[src/rtl/mem_req_arbiter.sv]
// mem_req_arbiter: serialises instruction-fetch and data requests onto one
// SRAM-like memory port, one transaction outstanding, data path has priority.
// Fetch responses can be swallowed on pipeline flush via inst_cancel.
module mem_req_arbiter (
    input  logic        clk,
    input  logic        reset,

    input  logic        inst_req,
    input  logic [31:0] inst_addr,
    input  logic        inst_cancel,
    output logic        inst_addr_ok,
    output logic        inst_data_ok,
    output logic [31:0] inst_rdata,

    input  logic        data_req,
    input  logic        data_wr,
    input  logic [1:0]  data_size,
    input  logic [31:0] data_addr,
    input  logic [31:0] data_wdata,
    output logic        data_addr_ok,
    output logic        data_data_ok,
    output logic [31:0] data_rdata,

    output logic        mem_req,
    output logic        mem_wr,
    output logic [1:0]  mem_size,
    output logic [31:0] mem_addr,
    output logic [31:0] mem_wdata,
    input  logic        mem_addr_ok,
    input  logic        mem_data_ok,
    input  logic [31:0] mem_rdata
);

    localparam int unsigned AW = 32;
    localparam int unsigned DW = 32;
    localparam int unsigned SW = 2;

    localparam logic [SW-1:0] SIZE_WORD = SW'(2);

    typedef enum logic [1:0] {
        S_IDLE = 2'd0,
        S_ADDR = 2'd1,
        S_DATA = 2'd2
    } state_e;

    state_e        state_q;
    logic          owner_q;     // 0 = inst, 1 = data
    logic          drop_q;      // swallow the pending fetch response
    logic          mem_req_q;
    logic          wr_q;
    logic [SW-1:0] size_q;
    logic [AW-1:0] addr_q;
    logic [DW-1:0] wdata_q;

    logic grant_data_c;
    logic grant_inst_c;
    logic resp_c;

    // Grant and response decode; gated by reset so nothing leaks during a reset cycle
    always_comb begin
        grant_data_c = 1'b0;
        grant_inst_c = 1'b0;
        resp_c       = 1'b0;
        if (!reset) begin
            if (state_q == S_IDLE) begin
                grant_data_c = data_req;
                grant_inst_c = !data_req && inst_req && !inst_cancel;
            end
            resp_c = (state_q == S_DATA) && mem_data_ok;
        end
    end

    // Upstream handshakes: acceptance and response are same-cycle, rdata is a pass-through
    always_comb begin
        data_addr_ok = grant_data_c;
        inst_addr_ok = grant_inst_c;
        data_data_ok = resp_c && owner_q;
        inst_data_ok = resp_c && !owner_q && !drop_q && !inst_cancel;
        data_rdata   = mem_rdata;
        inst_rdata   = mem_rdata;
    end

    // Downstream request is driven purely from latched fields so it stays stable under back-pressure
    always_comb begin
        mem_req   = mem_req_q;
        mem_wr    = wr_q;
        mem_size  = size_q;
        mem_addr  = addr_q;
        mem_wdata = wdata_q;
    end

    // Arbitration FSM with latched request fields
    always_ff @(posedge clk) begin
        if (reset) begin
            state_q   <= S_IDLE;
            owner_q   <= 1'b0;
            drop_q    <= 1'b0;
            mem_req_q <= 1'b0;
            wr_q      <= 1'b0;
            size_q    <= '0;
            addr_q    <= '0;
            wdata_q   <= '0;
        end else begin
            case (state_q)
                S_IDLE: begin
                    if (grant_data_c) begin
                        wr_q      <= data_wr;
                        size_q    <= data_size;
                        addr_q    <= data_addr;
                        wdata_q   <= data_wdata;
                        owner_q   <= 1'b1;
                        drop_q    <= 1'b0;
                        mem_req_q <= 1'b1;
                        state_q   <= S_ADDR;
                    end else if (grant_inst_c) begin
                        wr_q      <= 1'b0;
                        size_q    <= SIZE_WORD;
                        addr_q    <= inst_addr;
                        wdata_q   <= '0;
                        owner_q   <= 1'b0;
                        drop_q    <= 1'b0;
                        mem_req_q <= 1'b1;
                        state_q   <= S_ADDR;
                    end
                end
                S_ADDR: begin
                    if (!owner_q && inst_cancel) begin
                        drop_q <= 1'b1;
                    end
                    if (mem_addr_ok) begin
                        mem_req_q <= 1'b0;
                        state_q   <= S_DATA;
                    end
                end
                S_DATA: begin
                    if (!owner_q && inst_cancel) begin
                        drop_q <= 1'b1;
                    end
                    // Transaction always finishes downstream; drop is only relevant until here
                    if (mem_data_ok) begin
                        drop_q  <= 1'b0;
                        state_q <= S_IDLE;
                    end
                end
                default: begin
                    mem_req_q <= 1'b0;
                    drop_q    <= 1'b0;
                    state_q   <= S_IDLE;
                end
            endcase
        end
    end

    // Handshake sanity: one grant and one response per cycle at most
    always_ff @(posedge clk) begin
        if (!reset) begin
            assert (!(inst_addr_ok && data_addr_ok))
                else $error("both addr_ok asserted");
            assert (!(inst_data_ok && data_data_ok))
                else $error("both data_ok asserted");
        end
    end

endmodule
[config.mk]
export PLATFORM = sky130hd
export DESIGN_NAME = mem_req_arbiter
export DESIGN_NICKNAME = d
export VERILOG_FILES = /design/src/rtl/mem_req_arbiter.sv
export SDC_FILE = /design/constraint.sdc
export NUM_CORES = 1
export LEC_CHECK = 0
export BUFFER_PORTS_ARGS = -buffer_cell sky130_fd_sc_hd__buf_2
export CORE_MARGIN = 2
export CORE_UTILIZATION = 29
export DETAILED_ROUTE_END_ITERATION = 8
export HOLD_SLACK_MARGIN = 0.03
export PLACE_DENSITY = 0.69
export SYNTH_ARGS = -nofsm -noshare
export SYNTH_HDL_FRONTEND = slang
export SYNTH_SLANG_ARGS = --single-unit
[constraint.sdc]
create_clock -name clk -period 5.1 [get_ports clk]
set_input_delay 0.255 -clock clk [delete_from_list [all_inputs] [get_ports clk]]
set_output_delay 0.255 -clock clk [all_outputs]
set_load 0.01 [all_outputs]
* Yosys cells after proc, flatten, opt, wreduce, memory -nomap -nowiden
Cells that the tools add are included.
** Storage, ports and cells
- Logic and storage cells :: 58
- Output and inout bits :: 136
- Bits in registers :: 72
** Cells by class
- Reduce and logical (&&, ||, !) cells :: 17
- Bitwise logic cells :: 1
- Mux-type cells :: 27
- Eq/ne operators :: 5
** Operators by type and width (count)
- 32-bit 2-to-1 mux :: 4
- 1-bit 2-to-1 mux :: 14
- 2-bit 2-to-1 mux :: 6
- 1-bit logical AND :: 8
- 1-bit one-hot mux with 3 select lines :: 2
- 2-bit one-hot mux with 3 select lines :: 1
- 3-bit AND reduction :: 2
- 1-bit logical NOT :: 4
- 2-bit inequality test (second input constant) :: 2
- 3-bit inequality test (second input constant) :: 1
- 2-bit by 1-bit equality test with 1-bit output (second input constant) :: 1
- 2-bit equality test (second input constant) :: 1
- 2-bit logical NOT :: 1
- 2-bit AND reduction :: 1
- 2-bit nonzero test :: 1
- 1-bit NOT :: 1

* Logic depth before layout (Yosys ltp)
- Depth in word-level cells :: 8
- Mapped depth :: 10
- Depth with buffers taken out :: 7

* Least setup slack after synthesis
Ideal clock, no wire load.
- Path kind :: reg-to-reg
- Start point :: register state_q[0]
- End point :: register wdata_q[21] (netlist: mem_wdata[21])
- Path slack :: 3.411 ns
- Stages on the path, launching flop included :: 11
- Path buffers :: 3
- Data arrival time :: 1.554 ns
- Setup time :: 0.135 ns
- Cell sequence :: dfxtp_1 > inv_1 > ha_1 > nand2b_4 > or2_1 > buf_6 > clkinv_4 > buf_12 > buf_12 > a22oi_2 > nor2_2
** On the way
- Cells in the longest elaborated chain, start to end :: 5
** RTL lines
- start, declared :: RTL line 46 : state_e state_q;
- start signal, assigned :: RTL line 95 : state_q <= S_IDLE;
- start signal, assigned :: RTL line 114 : state_q <= S_ADDR;
- start signal, assigned :: RTL line 123 : state_q <= S_ADDR;
- 2-bit logical NOT * :: RTL line 65 : if (state_q == S_IDLE) begin
- 1-bit 2-to-1 mux * :: RTL line 65
- 1-bit 2-to-1 mux * :: RTL line 64 : if (!reset) begin
- named net data_addr_ok :: RTL line 20 : output logic data_addr_ok,
- 2-bit nonzero test (no source line)
- 2-bit AND reduction (no source line)
- end signal, assigned :: RTL line 110 : wdata_q <= data_wdata;
- end, declared :: RTL line 53 : logic [DW-1:0] wdata_q;
The timed path passes the listed nets; every way through them passes the cells marked *.
A chain may end at the register's enable or synchronous reset.

* Worst setup path in the final report
- Start point :: register state_q[0]
- End point :: output data_addr_ok
** On the way
- Cells in the longest elaborated chain, start to end :: 3
** RTL lines (RTL line)
- 2-bit logical NOT :: 65
- 1-bit 2-to-1 mux :: 65
- 1-bit 2-to-1 mux :: 64
- end, declared :: 20
Every way passes these cells.

==> flow_summary.toml <==
[yosys]
synth_area_leaders = "dfxtp_1 38%, buf_4 13%, a22oi_2 8.9%"
synth_cells = 401
yosysTopAreaCell = "dfxtp_1"
async_reset_ff_share_pct = 0
synth_flop_cell = "dfxtp_1"
synth_warnings = 0
syn_area_per_cell_um2 = 9.44
syn_nets = 544
yosysSeqAreaShare_pct = 38.1
yosysUniqueCellTypes = 32
synth_edf_count = 0
synth_seq_cells = 72
netlist_area_um2 = 3780
synth_top_cell_area_share_pct = 38.1

[run]
maxCapViolCount = 0

[timing]
slew_headroom_pct = 30.7
fin_skew_ns = 0.00733
hold_viol = 0
rsz0062_at_grt = "no"
worst_pin_slew_ns = 1.04
fmax_mhz = 411
drv_slew = 0
setup_violations = 0
fin_crit_ns = 2.44
fin_crit_sh_pct = 47.8
tns_ns = 0

[finish]
finish.utilization_pct = 35.7
diodes = 0
syn_to_final_growth_pct = 19.4
seqCellArea_um2 = 1440
multiInputGateArea_um2 = 1630
layout.nets = 642
fillers = 1340
layout-drive-gt1-share_pct = 55.8

[grt]
grt_pass1_vias = 3239
grtUsageTotal_pct = 13.0
antenna_found_initial = 0
overflow = 0
grt_pass1_wl_um = 14900
grt_max_degree = 76

[detailed_routing]
vias_per_cell = 4.62
drtAntennaViolNets = 0
drc = 0
wirelength_um = 9070
vias = 3123
routedWlPerCell_um = 13.4
first_pass_iters = 4
drt_iter0_drc = 123

[clock_tree]
insertion_delay_ns = 0.33
clock_path_buffers = 2
cts_tree = "yes"
ctsResizeCount = 0
clkSlewWorstSetupHoldPaths_ns = 0.06
cts_sinks = 72
cts_hold_buf = 0
cts-htree-levels = 3
cts_buffers = 9
root_buffer = "clkbuf_16"
cts_setup_buffers = 0

[critical_path]
critPathMaxFanout = 67
rr_startpoint = "state_q[0]"
cpPeakStageDelay_ns = 0.46
crit_path_start_kind = "flop"
crit_chain = "inv_1 -> ha_1 -> nand2b_4 -> or2_1 -> clkinv_4 -> buf_2"
critical_path_required_ns = 4.85
worstSetupStartpoint = "state_q[0]"
slowest_stage = "clkinv_4"
crit_type = "flop to primary output"
crit_path_end_kind = "primary output"
critPathArrivalTime_ns = 2.18

[power]
p_leak_nw = 2.04
totalPowerFinal_w = 0.00193
p_per_area_nw_per_um2 = 426
irDropWorstVdd_v = 0.000202

[die]
initial_utilization_pct = 29.9
die_x_um = 118
num_io_pins = 274
rows = 41
core_area_um2 = 12700
die_area_um2 = 14000
fp.dieH_um = 118

[placement]
hpwl_um = 6380
portBuffers = 177
place.gp.congestion = 0.769

[min_path]
hold_path_class = "input pin to flop"
hold_start = "data_wdata[28]"

[status]
run_status = "finished clean"
[where the power goes]
part	switching, W	internal [W]	total (W)
registers	0.0000529	0.000655	0.000708
logic	0.000351	0.000239	0.000590
clock network	0.000224	0.000404	0.000628
total	0.000628	0.00130	0.00193
[worst max-delay path: cells and delay by family, from the launching register on]
kind | cells | cell delay [ns]
adders and majority gates | 1 | 0.27
buffers and inverters | 3 | 0.90
DFF | 1 | 0.37
and+or+nand+nor | 2 | 0.29
[flip-flops by register name, summed over array words and instances, names as in the netlist]
signal	count
mem_wdata	32
drop_q	1
mem_size	2
state_q	2
mem_addr	32
owner_q	1
mem_wr	1
mem_req	1
[cells by family (layout without fill, tap and decap cells)]
family                     after synthesis  in the layout  synth area share [%]
AOI/OAI and AO/OA                      108            108                  26.4
adders and majority gates                5              5                  1.65
buffers and inverters                   98            201                  19.1
DFF                                     72             72                  38.1
and+or+nand+nor                        118            118                  14.8
[worst paths after layout]
path	endpoint	slack [ns]	cells past startpoint
setup / recovery	data_addr_ok	2.66	6
hold reg to reg	mem_wdata[30]	0.48	1
hold / removal	mem_wdata[28]	0.16	2
setup reg to reg	mem_addr[8]	2.72	7
[synthesized netlist by cell type (2+ instances only)]
cell      instances
a21oi_1          28
ha_1              5
buf_12            4
clkbuf_1         11
nand4b_1          2
buf_4            65
nor3_1            4
nor2_1           43
a22oi_2          27
dfxtp_1          72
nor2b_1           2
a21oi_2           8
a22oi_1           5
nand2b_1          2
and2_1            2
nor2_2           27
a22o_1            2
inv_1             4
a211oi_2         22
buf_2             9
buf_6             4
o31ai_1           2
a211oi_1         11
nand2_1          32
[layout make-up]
class                   count  share of cell area (%)
multi-input cells         231                    36.0
flip-flops and latches     72                    31.9
repair buffers            180                    20.1
clock buffers              13                    5.76
well taps                 172                    4.76
clock inverters             3                   0.886
inverters                   5                   0.526
[per-stage QoR]
step	area [µm²]	hold WS, ns	setup WS [ns]	instances
final	4520	0.159	2.66	676
after global routing	4520	0.143	2.50	676
after CTS	4520	0.141	2.62	676
after detailed placement	4220	0.470	2.73	660
after global placement	4220	0.454	2.83	660
after floorplan	3780	0.388	3.41	401
[cells in the final DEF, fill, tap and decap left out, types with 2 or more instances in the layout]
cell and n:
ha_1 5, clkbuf_8 2, clkbuf_16 9, a21oi_1 28, a21oi_2 7, a211oi_2 22
nand2b_1 2, nand4b_1 2, inv_1 4, clkinv_2 2, nor2_2 27, buf_4 4
clkbuf_1 2, nor2b_1 2, o31ai_1 2, dfxtp_1 72, a22oi_1 5, a22o_1 2
nand2_1 32, buf_2 176, and2_1 2, a22oi_2 27, a211oi_1 11, nor2_1 43
nor3_1 4
[per-layer routing]
layer  global-route usage [%]  routed length, µm
met2                     22.8               4630
met3                     4.92                628
met1                     13.8               3660
met4                     5.95                150
met5                        0                  0
(Power assumes the default switching activity.)
